**config.mk**
```make
export PLATFORM = sky130hd
export DESIGN_NAME = down_counter_tc_flat
export DESIGN_NICKNAME = d
export VERILOG_FILES = /design/src/rtl/down_counter_tc_if.sv /design/src/rtl/down_counter_tc.sv /design/src/flat_wrapper.sv
export SDC_FILE = /design/constraint.sdc
export NUM_CORES = 1
export LEC_CHECK = 0
export ABC_CLOCK_PERIOD_IN_PS = 4500
export CORE_MARGIN = 10
export CORE_UTILIZATION = 50
export DETAILED_ROUTE_END_ITERATION = 7
export PLACE_DENSITY = 0.85
export SLEW_MARGIN = 5
export SYNTH_ARGS = -nofsm -noshare
export SYNTH_HDL_FRONTEND = slang
export SYNTH_SLANG_ARGS = --single-unit
```
**constraint.sdc**
```tcl
create_clock -name clk -period 4.5 [get_ports clk]
set_input_delay 0.9 -clock clk [delete_from_list [all_inputs] [get_ports clk]]
set_output_delay 0.9 -clock clk [all_outputs]
set_load 0.05 [all_outputs]
```
**src/rtl/down_counter_tc_if.sv**
```systemverilog
// Load/count bus of down_counter_tc: load handshake, count control and status.
// Handshake: a load transfers on a rising clk edge where load_valid && load_ready;
// the requester holds D and load_valid steady until that edge, and load_ready never
// depends combinationally on load_valid.
interface down_counter_tc_if #(
  parameter int N = 16
);
  logic [N-1:0] D;
  logic         load_valid;
  logic         load_ready;
  logic         enable;
  logic         abort;
  logic [N-1:0] Q;
  logic         busy;
  logic         done;
  logic         tc;
  logic [1:0]   state;  // debug view of the counter FSM (0 IDLE, 1 RUN, 2 DONE)

  modport master (
    output D, load_valid, enable, abort,
    input  load_ready, Q, busy, done, tc, state
  );

  modport slave (
    input  D, load_valid, enable, abort,
    output load_ready, Q, busy, done, tc, state
  );
endinterface

```
**src/rtl/down_counter_tc.sv**
```systemverilog
// Loadable down-counter with a one-cycle terminal-count pulse, used to time
// FIR tap/sample windows; optional auto-reload for periodic windows.
module down_counter_tc #(
  parameter int N           = 16,
  parameter bit AUTO_RELOAD = 1'b0
) (
  input  logic              clk,
  input  logic              rstn,
  down_counter_tc_if.slave  bus
);

  typedef enum logic [1:0] {
    IDLE = 2'd0,
    RUN  = 2'd1,
    DONE = 2'd2
  } state_e;

  localparam logic [N-1:0] ONE = {{(N-1){1'b0}}, 1'b1};

  state_e       state_q;
  logic [N-1:0] cnt_q;
  logic [N-1:0] reload_q;
  logic         tc_q;

  always_ff @(posedge clk or negedge rstn) begin
    if (!rstn) begin
      state_q  <= IDLE;
      cnt_q    <= '0;
      reload_q <= '0;
      tc_q     <= 1'b0;
    end else begin
      tc_q <= 1'b0;
      case (state_q)
        RUN: begin
          // abort outranks both decrement and terminal count
          if (bus.abort) begin
            state_q <= IDLE;
            cnt_q   <= '0;
          end else if (bus.enable) begin
            if (cnt_q == ONE) begin
              tc_q <= 1'b1;
              if (AUTO_RELOAD) begin
                cnt_q <= reload_q;
              end else begin
                cnt_q   <= '0;
                state_q <= DONE;
              end
            end else begin
              cnt_q <= cnt_q - ONE;
            end
          end
        end
        IDLE, DONE: begin
          // a pending load beats abort outside RUN
          if (bus.load_valid) begin
            cnt_q    <= bus.D;
            reload_q <= bus.D;
            if (bus.D == '0) begin
              state_q <= DONE;
              tc_q    <= 1'b1;
            end else begin
              state_q <= RUN;
            end
          end else if (bus.abort) begin
            state_q <= IDLE;
          end
        end
        default: begin
          state_q <= IDLE;
          cnt_q   <= '0;
        end
      endcase
    end
  end

  assign bus.Q          = cnt_q;
  assign bus.tc         = tc_q;
  assign bus.busy       = (state_q == RUN);
  assign bus.done       = (state_q == DONE);
  assign bus.load_ready = (state_q != RUN);
  assign bus.state      = state_q;

endmodule
```
**src/flat_wrapper.sv**
```systemverilog
// flat-port wrapper written by rule: the top's interface ports become plain ports
module down_counter_tc_flat 
#(
  parameter int N           = 16,
  parameter bit AUTO_RELOAD = 1'b0
)
  (clk, rstn, bus_D, bus_load_valid, bus_enable, bus_abort, bus_load_ready, bus_Q, bus_busy, bus_done, bus_tc, bus_state);
  down_counter_tc_if #(.N(N)) bus_i ();
  input  logic clk;
  input  logic rstn;
  input wire logic [$bits(bus_i.D)-1:0] bus_D;
  input wire logic [$bits(bus_i.load_valid)-1:0] bus_load_valid;
  input wire logic [$bits(bus_i.enable)-1:0] bus_enable;
  input wire logic [$bits(bus_i.abort)-1:0] bus_abort;
  output wire logic [$bits(bus_i.load_ready)-1:0] bus_load_ready;
  output wire logic [$bits(bus_i.Q)-1:0] bus_Q;
  output wire logic [$bits(bus_i.busy)-1:0] bus_busy;
  output wire logic [$bits(bus_i.done)-1:0] bus_done;
  output wire logic [$bits(bus_i.tc)-1:0] bus_tc;
  output wire logic [$bits(bus_i.state)-1:0] bus_state;
  assign bus_i.D = bus_D;
  assign bus_i.load_valid = bus_load_valid;
  assign bus_i.enable = bus_enable;
  assign bus_i.abort = bus_abort;
  assign bus_load_ready = bus_i.load_ready;
  assign bus_Q = bus_i.Q;
  assign bus_busy = bus_i.busy;
  assign bus_done = bus_i.done;
  assign bus_tc = bus_i.tc;
  assign bus_state = bus_i.state;
  down_counter_tc #(.N(N), .AUTO_RELOAD(AUTO_RELOAD)) u_core (.clk(clk), .rstn(rstn), .bus(bus_i));
endmodule
```
==> results.yml <==
power_and_ir_drop:
  p_leak_nw: 0.724
  switching_share: 0.493
  powerDensity_nw_per_um2: 406
  internal_power_mw: 0.380
  combPwrFrac: 0.531
  pwr-share-clk: 0.120
  vdd_drop_max_mv: 0.289
  switchingPower_mw: 0.370
  seq_power_share: 0.349
floorplanning:
  rows: 19
  die_area_um2: 5310
  coreArea_um2: 2710
  io_pins: 43
  initial_core_util: 0.515
  die_w_um: 72.8
  die_y_um: 72.8
place:
  dpl_worst_slack_ns: 1.67
  dpl_cell_area_um2: 1820
  routabilityCongestion: 0.894
  port_buffers: 42
  hpwlAfterDp_mm: 3.44
sta:
  relSlewSlack: 0.258
  worst_pin_slew_ns: 1.11
  fin_ws_ns: 1.72
  final_hold_viol_count: 0
  fin_crit_ns: 2.78
  finClkSkew_ns: 0.00153
  tns_ns: 0
  clock.fmax_ghz: 0.359
  min_period_over_period: 0.619
  setup_viol: 0
  drv_slew: 0
  rsz0062_at_grt: "false"
final_layout:
  area_growth_pct: 32.5
  nets: 222
  diodes: 0
  nFillCells: 245
  finalInstanceArea_um2: 1850
  drive_gt1_frac: 0.0808
  postLayoutCoreUtil: 0.683
worst_hold_path:
  worstHoldPathType: "register to register"
  hold-path-cell-count: 2
clock_network:
  cts.repair.resized: 0
  clk_pin_slew_ns: 0.12
  cts.sinks: 19
  clock-root-buffer: "clkbuf_4"
  clk_path_buf_depth: 2
  worstSkewPairLatency_ns: 0.30
  hold_buffers: 0
  cts_setup_buffers: 0
  htreeDepth: 1
  cts_tree: "built"
  cts-buffers-inserted: 3
grt:
  overflow: 0
  grt_pass1_vias: 1570
  antenna_found_initial: 0
  grt_pass1_wl_mm: 7.73
  grt_max_degree: 20
  grt.total_usage: 0.176
synth:
  yosysWarnings: 0
  synth-seq-cells: 19
  avgSynthCellArea_um2: 8.73
  ys_dominant_reg_cell: "dfrtp_1"
  ys_seq_area_frac: 0.341
  syn_nets: 183
  ys_async_sr_fraction: 1.00
  mappedNetlistArea_um2: 1400
  syn_inst: 160
  yosysUniqueCellTypes: 47
  synth_edf_count: 0
drt:
  finalWirelength_mm: 4.57
  ant_nets: 0
  wl_per_cell_um: 19.9
  remaining_drc_errors: 0
  vias_per_cell: 6.59
  drt_first_pass_iters: 4
  vias: 1509
  drt_iter0_drc: 149
setup_path:
  criticalPathCategory: "register to output pin"
  reg2reg_depth: 4
  cp_max_fo: 5
  cp-end-kind: "output pin"
  cp.arrival_ns: 1.88
  crit_path_start_kind: "register"
  required_ns: 3.60
outcome:
  status: "finished clean"
job:
  cap_violations: 0
state kept, by name, indices dropped and copies added (netlist names):
name              cells
u_core.bus.state      2
u_core.bus.Q         16
u_core.bus.tc         1
cell families after synthesis:
group	synth area share
and+or+nand+nor	0.340
AOI/OAI and AO/OA	0.229
buffers and inverters	0.0600
DFF	0.341
xor gates and xnor gates	0.0125
adders and majority gates	0.0179
cell usage after synthesis (all sizes together) (2+ instances only):
cell / number / area, µm²
o211ai: 9 / 67.6
or3: 2 / 12.5
clkbuf: 5 / 20.0
nor2b: 5 / 31.3
nor3b: 3 / 22.5
nor2: 6 / 22.5
nor3: 5 / 25.0
dfrtp: 19 / 475
o31a: 2 / 18.8
o311ai: 2 / 17.5
nor4: 10 / 92.6
nand4: 7 / 50.1
buf: 4 / 26.3
and3b: 3 / 26.3
and4: 3 / 26.3
a31oi: 2 / 12.5
and2: 4 / 26.3
o21ai: 9 / 45.0
inv: 10 / 37.5
a21oi: 5 / 25.0
nand2: 14 / 52.6
a41oi: 3 / 33.8
or4: 2 / 15.0
nand3: 3 / 15.0
a22oi: 9 / 67.6
ha: 2 / 25.0
layout make-up:
| class | count | area (µm²) | area share |
|---|---|---|---|
| clock buffer | 3 | 22.5 | 0.0122 |
| timing repair buffer | 43 | 428 | 0.231 |
| inverter | 10 | 37.5 | 0.0203 |
| sequential | 19 | 475 | 0.257 |
| multi-input combinational | 122 | 843 | 0.456 |
| tap | 31 | 38.8 | 0.0210 |
| clock inverter | 1 | 5.00 | 0.00270 |
stage by stage:
stage	total power [mW]	instances	hold WS, ns
after global placement	0.652	225	0.571
final	0.750	229	0.597
after detailed placement	0.661	225	0.581
after CTS	0.752	229	0.599
after floorplan	0.526	160	0.604
after global routing	0.797	229	0.637
power by group through the flow:
stage          registers (mW)  clock network, mW  logic [mW]
2_1_floorplan           0.342                  0       0.184
3_3_place_gp            0.262                  0       0.390
3_5_place_dp            0.263                  0       0.398
4_1_cts                 0.260             0.0924       0.399
5_1_grt                 0.271              0.101       0.425
6_report                0.262             0.0899       0.399
cells in the final DEF (no fill, tap or decap), types with 5 or more instances in the layout:
cell type	synthesis	routed
nor3_1	5	5
inv_1	10	10
nor2b_1	5	5
nor4_1	8	8
o21ai_0	7	7
dfrtp_1	19	19
a22oi_1	9	9
a21oi_1	5	5
nor2_1	6	6
o211ai_1	9	9
clkdlybuf4s50_1	0	42
nand2_1	14	14
nand4_1	6	6
final timing paths:
check	end	slack [ns]	start
max reg2reg	u_core.bus.Q[15]	2.15	u_core.bus.Q[3]
min in group asynchronous	u_core.bus.Q[8]	1.08	rstn
min reg2reg	u_core.bus.Q[14]	0.60	u_core.bus.Q[14]
max in group asynchronous	u_core.bus.Q[13]	2.88	rstn
max	bus_busy	1.72	u_core.bus.state[1]
min	u_core.bus.Q[14]	0.60	u_core.bus.Q[14]
worst max-delay path: stages, from the launching register on:
cell and delay, ns:
dfrtp_1 0.46, nand2b_1 0.24, inv_1 0.08, clkdlybuf4s50_1 0.80
layer usage:
metal,global-route usage,vias up,part of all wire
li1,-,697,-
met1,0.218,719,0.40
met2,0.290,87,0.49
met3,0.0503,6,0.10
met4,0.0443,0,0.011
met5,0,-,0
(Power assumes the default switching activity.)
